==> config.mk <==
export PLATFORM = sky130hd
export DESIGN_NAME = alu_share_arbiter
export DESIGN_NICKNAME = d
export VERILOG_FILES = /design/src/rtl/alu_pkg.sv /design/src/rtl/rr_arbiter2.sv /design/src/rtl/alu_share_arbiter.sv
export SDC_FILE = /design/constraint.sdc
export NUM_CORES = 1
export LEC_CHECK = 0
export BUFFER_PORTS_ARGS = -buffer_cell sky130_fd_sc_hd__buf_2
export CELL_PAD_IN_SITES_DETAIL_PLACEMENT = 1
export CELL_PAD_IN_SITES_GLOBAL_PLACEMENT = 1
export CORE_MARGIN = 2
export CORE_UTILIZATION = 35
export CTS_CLUSTER_SIZE = 12
export DETAILED_ROUTE_END_ITERATION = 8
export PLACE_DENSITY_LB_ADDON = 0.1
export RECOVER_POWER = 100
export SYNTH_ARGS = -nofsm -noshare
export SYNTH_HDL_FRONTEND = slang
export SYNTH_SLANG_ARGS = --single-unit
==> constraint.sdc <==
create_clock -name CLK -period 2.8 [get_ports CLK]
set_clock_uncertainty 0.1 [all_clocks]
set_input_delay 0.56 -clock CLK [delete_from_list [all_inputs] [get_ports CLK]]
set_output_delay 0.56 -clock CLK [all_outputs]
set_load 0.005 [all_outputs]
==> src/rtl/alu_pkg.sv <==
// Shared opcode constants, FSM state type and latency helpers for the ALU
// share arbiter.
package alu_pkg;

    localparam logic [2:0] OP_FWD = 3'b000;
    localparam logic [2:0] OP_ADD = 3'b001;
    localparam logic [2:0] OP_AND = 3'b010;
    localparam logic [2:0] OP_OR  = 3'b011;

    typedef enum logic {
        IDLE = 1'b0,
        BUSY = 1'b1
    } state_t;

    // Reserved opcodes are those with bit 2 set.
    function automatic logic op_reserved(input logic [2:0] op);
        return op[2];
    endfunction

    function automatic logic [3:0] op_latency(input logic [2:0]  op,
                                              input int unsigned add_cycles,
                                              input int unsigned logic_cycles);
        logic [31:0] add_w;
        logic [31:0] logic_w;
        add_w   = add_cycles;
        logic_w = logic_cycles;
        if (op_reserved(op)) begin
            return 4'd1;
        end else if (op == OP_ADD) begin
            return add_w[3:0];
        end else begin
            return logic_w[3:0];
        end
    endfunction

endpackage

==> src/rtl/rr_arbiter2.sv <==
// Two-way round-robin arbiter: combinational grant, last-winner register
// advanced only when the grant is actually taken.
module rr_arbiter2 (
    input  logic       clk_i,
    input  logic       rst_i,
    input  logic [1:0] req_i,
    input  logic       en_i,
    output logic [1:0] gnt_o
);

    // last_q holds the index of the most recent winner; reset to 1 so
    // master 0 is favoured first.
    logic last_q;
    logic last_d;

    always_comb begin
        gnt_o = 2'b00;
        unique case (req_i)
            2'b01:   gnt_o = 2'b01;
            2'b10:   gnt_o = 2'b10;
            2'b11:   gnt_o = last_q ? 2'b01 : 2'b10;
            default: gnt_o = 2'b00;
        endcase
    end

    always_comb begin
        last_d = last_q;
        if (en_i && (gnt_o != 2'b00)) begin
            last_d = gnt_o[1];
        end
    end

    always_ff @(posedge clk_i) begin
        if (rst_i) begin
            last_q <= 1'b1;
        end else begin
            last_q <= last_d;
        end
    end

endmodule

==> src/rtl/alu_share_arbiter.sv <==
// Sequences two masters onto one shared 8-bit ALU: captures operands on a
// req/ack handshake, holds them for the opcode's settling time, returns result.
module alu_share_arbiter #(
    parameter int unsigned ADD_CYCLES   = 2,
    parameter int unsigned LOGIC_CYCLES = 1
) (
    input  logic       CLK,
    input  logic       RESET,
    input  logic       REQ0,
    input  logic       REQ1,
    input  logic [2:0] OP0,
    input  logic [2:0] OP1,
    input  logic [7:0] A0,
    input  logic [7:0] A1,
    input  logic [7:0] B0,
    input  logic [7:0] B1,
    output logic       ACK0,
    output logic       ACK1,
    output logic       DONE0,
    output logic       DONE1,
    output logic [7:0] RESULT,
    output logic       ERR,
    output logic       BUSY,
    output logic [7:0] ALU_DATA1,
    output logic [7:0] ALU_DATA2,
    output logic [2:0] ALU_SELECT,
    input  logic [7:0] ALU_RESULT
);

    import alu_pkg::*;

    if (ADD_CYCLES < 1 || ADD_CYCLES > 15) begin : g_bad_add_cycles
        $error("ADD_CYCLES must be within 1..15");
    end
    if (LOGIC_CYCLES < 1 || LOGIC_CYCLES > 15) begin : g_bad_logic_cycles
        $error("LOGIC_CYCLES must be within 1..15");
    end

    alu_pkg::state_t state_q, state_d;
    logic [3:0]      cnt_q, cnt_d;
    logic            win_q, win_d;
    logic [2:0]      op_q, op_d;
    logic [7:0]      a_q, a_d;
    logic [7:0]      b_q, b_d;
    logic [7:0]      result_q, result_d;
    logic [1:0]      ack_q, ack_d;
    logic [1:0]      done_q, done_d;
    logic            err_q, err_d;

    logic [1:0]      gnt;
    logic            grant_en;
    logic [2:0]      op_sel;

    rr_arbiter2 u_rr_arbiter2 (
        .clk_i (CLK),
        .rst_i (RESET),
        .req_i ({REQ1, REQ0}),
        .en_i  (grant_en),
        .gnt_o (gnt)
    );

    assign op_sel = gnt[1] ? OP1 : OP0;

    always_comb begin
        state_d  = state_q;
        cnt_d    = cnt_q;
        win_d    = win_q;
        op_d     = op_q;
        a_d      = a_q;
        b_d      = b_q;
        result_d = result_q;
        ack_d    = 2'b00;
        done_d   = 2'b00;
        err_d    = 1'b0;
        grant_en = 1'b0;
        unique case (state_q)
            alu_pkg::IDLE: begin
                if (gnt != 2'b00) begin
                    grant_en = 1'b1;
                    win_d    = gnt[1];
                    op_d     = op_sel;
                    a_d      = gnt[1] ? A1 : A0;
                    b_d      = gnt[1] ? B1 : B0;
                    cnt_d    = op_latency(op_sel, ADD_CYCLES, LOGIC_CYCLES);
                    ack_d    = gnt;
                    state_d  = alu_pkg::BUSY;
                end
            end
            alu_pkg::BUSY: begin
                cnt_d = cnt_q - 4'd1;
                if (cnt_q == 4'd1) begin
                    result_d = op_reserved(op_q) ? 8'h00 : ALU_RESULT;
                    err_d    = op_reserved(op_q);
                    done_d   = win_q ? 2'b10 : 2'b01;
                    state_d  = alu_pkg::IDLE;
                end
            end
            default: state_d = alu_pkg::IDLE;
        endcase
    end

    always_ff @(posedge CLK) begin
        if (RESET) begin
            state_q  <= alu_pkg::IDLE;
            cnt_q    <= 4'd0;
            win_q    <= 1'b0;
            op_q     <= OP_FWD;
            a_q      <= 8'h00;
            b_q      <= 8'h00;
            result_q <= 8'h00;
            ack_q    <= 2'b00;
            done_q   <= 2'b00;
            err_q    <= 1'b0;
        end else begin
            state_q  <= state_d;
            cnt_q    <= cnt_d;
            win_q    <= win_d;
            op_q     <= op_d;
            a_q      <= a_d;
            b_q      <= b_d;
            result_q <= result_d;
            ack_q    <= ack_d;
            done_q   <= done_d;
            err_q    <= err_d;
        end
    end

    assign ACK0       = ack_q[0];
    assign ACK1       = ack_q[1];
    assign DONE0      = done_q[0];
    assign DONE1      = done_q[1];
    assign ERR        = err_q;
    assign RESULT     = result_q;
    assign BUSY       = (state_q == alu_pkg::BUSY);
    assign ALU_DATA1  = a_q;
    assign ALU_DATA2  = b_q;
    // Reserved opcodes park the ALU on forward; its output is discarded.
    assign ALU_SELECT = op_reserved(op_q) ? OP_FWD : op_q;

endmodule

==> results.md <==
* Final period util at 70.5%
* Combinational power share at 17.9%
* Cell row count at 25
* Clock sink count at 39
* Avg WL per Cell at 14.0 um
* Reg2Reg Setup Slack at 830 ps
* Synth top area cells: dfxtp_1 (47%), a311oi_2 (8.2%), a221o_1 (6.1%), nand2_1 (4.5%), a22o_1 (4.2%)
* Worst Path Required at 2930 ps
* Post-synth top area cell: dfxtp_1
* H-tree levels at 2
* Worst min-delay path class: reg -> reg
* Syn Inst Count at 163
* Worst r2r dst: ALU_DATA2[6]$_SDFFE_PP0P_
* Largest net degree at the start of global routing at 19
* Die width at 72.7 um
* Top cell type's share of synthesized area at 47.2%
* Unrepaired setup endpoints after global routing: false
* CTS Buffer Depth at 2
* Antenna violations before repair at 0
* Vias in the first global route at 1,449
* Skew-Pair Late Insertion Delay at 290 ps
* Fmax at 507 MHz
* Setup TNS at 0 ps
* Post-route ant nets at 0
* Critical Path AT at 2100 ps
* Post-Route WL at 4150 um
* Syn_nets at 215
* Fin. max-slew vios at 0
* Via density at 5.02
* Switch Pwr at 0.329 mW
* Global-route wire length before repair at 6900 um
* Status: finished, final reports clean
* Fin. Hold Viols at 0
* Nets at 294
* Worst r2r src: BUSY$_SDFF_PP0_
* GRT Residual Overflow at 0
* Slew @ Worst Pin at 784 ps
* Critical path peak fanout at 14
* Hold Buf Count CTS at 0
* Via count at 1,491
* Clock power frac at 29.9%
* Core Box Area at 4630 um2
* Post-CTS Setup Bufs at 0
* CTS root buf: clkbuf_8
* Gr usage total at 16.8%
* GPL Wtd Cong at 0.738
* Ys Warns at 0
* DRT Pass-1 Iters at 4
* Cts repair resizes at 0
* First DRT Iteration DRCs at 60
* Post-route minimum period at 1970 ps
* Worst R2R Path Depth at 3
* TritonCTS Buffers at 5
* Startpoint Class: flip-flop
* Max-Cap Viols at 0
* CP Capture Type: flip-flop
* CP Class: reg -> reg
* Leak pwr at 0.996 nW
* Sw Ratio at 27.2%
* Max VDD drop at 199 uV
* Yosys reg bits at 39
* Clock transition at the registers of the reported paths at 70 ps
* Layout cells sized above 1 at 32.9%
* Pwr per Cell Area at 571 nW/um2
* Hold depth at 1
* Antenna Diode Count at 0
* Die height at 72.7 um
* Final setup vio count at 0
* IO buf count at 81
* Sequential area share after synthesis at 47.2%
* Internal at 0.880 mW
* Cell Area, Synth at 1650 um2
* Sequential power share at 52.2%
* P&R area growth vs syn at 28.1%
* # IOs at 83
* DRC at 0
* CTS tree: done
* Initial Util at 35.7%
* Setup crit start: BUSY$_SDFF_PP0_
* DPL Wire Length at 3070 um
* Design Power at 1.21 mW
* Synthesized area per cell at 10.1 um2
* Synth unique cells at 37
* Max-slew headroom at 47.4%
* Die area at 5290 um2
* Setup crit end: ALU_DATA2[6]$_SDFFE_PP0P_
[stage by stage]
step | area (um2) | cells | hold WS [ps] | util (%) | worst slack [ps]
3_3_place_gp | 2080 | 289 | 337 | 44.9 | 826
3_5_place_dp | 2080 | 289 | 339 | 44.9 | 823
4_1_cts | 2160 | 297 | 354 | 46.6 | 943
2_1_floorplan | 1650 | 163 | 317 | - | 1200
6_report | 2120 | 297 | 348 | 45.7 | 826
5_1_grt | 2120 | 297 | 378 | 45.7 | 658
[flip-flops by register name, summed over array words and instances, names as in the netlist]
register              flops
win_q                     1
op_q                      3
done_q                    2
ALU_DATA2                 8
cnt_q                     4
ALU_DATA1                 8
BUSY                      1
ack_q                     2
RESULT                    8
u_rr_arbiter2.last_q      1
ERR                       1
[power groups by stage]
stage	Clock (mW)	Combinational (mW)	Sequential, mW
finish	0.361	0.217	0.631
global route	0.400	0.247	0.638
CTS	0.376	0.232	0.631
detailed placement	0	0.230	0.644
global placement	0	0.228	0.643
floorplan	0	0.137	0.640
[cells in the final DEF, fill, tap and decap left out]
| master | n |
|---|---|
| nand4bb_1 | 1 |
| nor4b_1 | 1 |
| o31a_1 | 1 |
| nor3_2 | 2 |
| a311oi_2 | 7 |
| a211oi_1 | 1 |
| clkbuf_1 | 21 |
| ha_1 | 2 |
| a21o_1 | 1 |
| and2_1 | 3 |
| clkinv_2 | 1 |
| a221o_1 | 10 |
| nand2_1 | 20 |
| a31o_1 | 1 |
| nor2b_1 | 4 |
| a21oi_1 | 2 |
| or4b_1 | 1 |
| a22o_1 | 8 |
| nor3_1 | 3 |
| o21ba_1 | 2 |
| a31oi_1 | 1 |
| inv_1 | 4 |
| dfxtp_1 | 39 |
| o2bb2ai_1 | 1 |
| a311oi_1 | 2 |
| a21bo_1 | 1 |
| mux2i_1 | 1 |
| clkbuf_8 | 5 |
| conb_1 | 1 |
| and3_1 | 10 |
| buf_2 | 62 |
| o41ai_1 | 1 |
| nor2_1 | 14 |
| nand2b_1 | 4 |
| buf_1 | 1 |
| buf_4 | 2 |
| a21boi_2 | 1 |
| xor2_1 | 1 |
[cell usage after synthesis]
| library cell | n |
|---|---|
| a211oi_1 | 1 |
| a21bo_2 | 1 |
| a21boi_2 | 1 |
| a21o_1 | 1 |
| a21oi_1 | 2 |
| a221o_1 | 10 |
| a22o_1 | 8 |
| a311oi_2 | 9 |
| a31o_1 | 1 |
| a31oi_1 | 1 |
| and2_1 | 3 |
| and3_1 | 10 |
| buf_2 | 8 |
| buf_4 | 2 |
| buf_6 | 1 |
| clkbuf_1 | 1 |
| conb_1 | 1 |
| dfxtp_1 | 39 |
| ha_1 | 2 |
| inv_1 | 4 |
| mux2i_1 | 1 |
| nand2_1 | 20 |
| nand2b_1 | 4 |
| nand4bb_1 | 1 |
| nor2_1 | 13 |
| nor2_2 | 1 |
| nor2b_1 | 4 |
| nor3_1 | 3 |
| nor3_2 | 2 |
| nor4b_1 | 1 |
| o21ba_1 | 1 |
| o21ba_2 | 1 |
| o2bb2ai_1 | 1 |
| o31a_1 | 1 |
| o41ai_1 | 1 |
| or4b_1 | 1 |
| xor2_1 | 1 |
[area by class of cell]
type / count / area, um2
well taps: 54 / 67.6
fillers: 595 / 2510
multi-input cells: 108 / 772
clock inverters: 1 / 5.00
clock buffers: 7 / 76.3
inverters: 4 / 15.0
flip-flops and latches: 39 / 781
repair buffers: 84 / 400
[metal layers]
layer	share of wire (%)	track usage, %	wire (um)
met1	47	20.5	1930
met2	46	27.7	1910
met3	6.3	4.97	262
met4	1.3	6.79	53
met5	0	0	0
[worst max-delay path: stages, from the launching register on]
cell and delay [ps]:
dfxtp_1 590, o21ba_1 350, nor2_1 610, a221o_1 270
[how the worst min path moves through the flow]
stage | from | slack [ps] | endpoint
finish | win_q$_SDFFE_PP0P_ | 350 | done_q[0]$_SDFF_PP0_
global route | ALU_RESULT[5] | 380 | RESULT[5]$_SDFFE_PP0P_
CTS | win_q$_SDFFE_PP0P_ | 350 | done_q[0]$_SDFF_PP0_
detailed placement | win_q$_SDFFE_PP0P_ | 340 | done_q[0]$_SDFF_PP0_
global placement | win_q$_SDFFE_PP0P_ | 340 | done_q[0]$_SDFF_PP0_
floorplan | win_q$_SDFFE_PP0P_ | 320 | done_q[0]$_SDFF_PP0_
[logic make-up (layout without fill, tap and decap cells)]
group,after synthesis,count (layout),share of synthesized area [%]
muxes,1,1,0.606
and+or+nand+nor,63,63,19.8
AOI/OAI and AO/OA,40,40,25.0
buffers and inverters,16,96,5.15
adders and majority gates,2,2,1.51
xor gates and xnor gates,1,1,0.530
DFF,39,39,47.2
other,1,1,0.227
No activity file was read; power rests on OpenSTA's default activity.
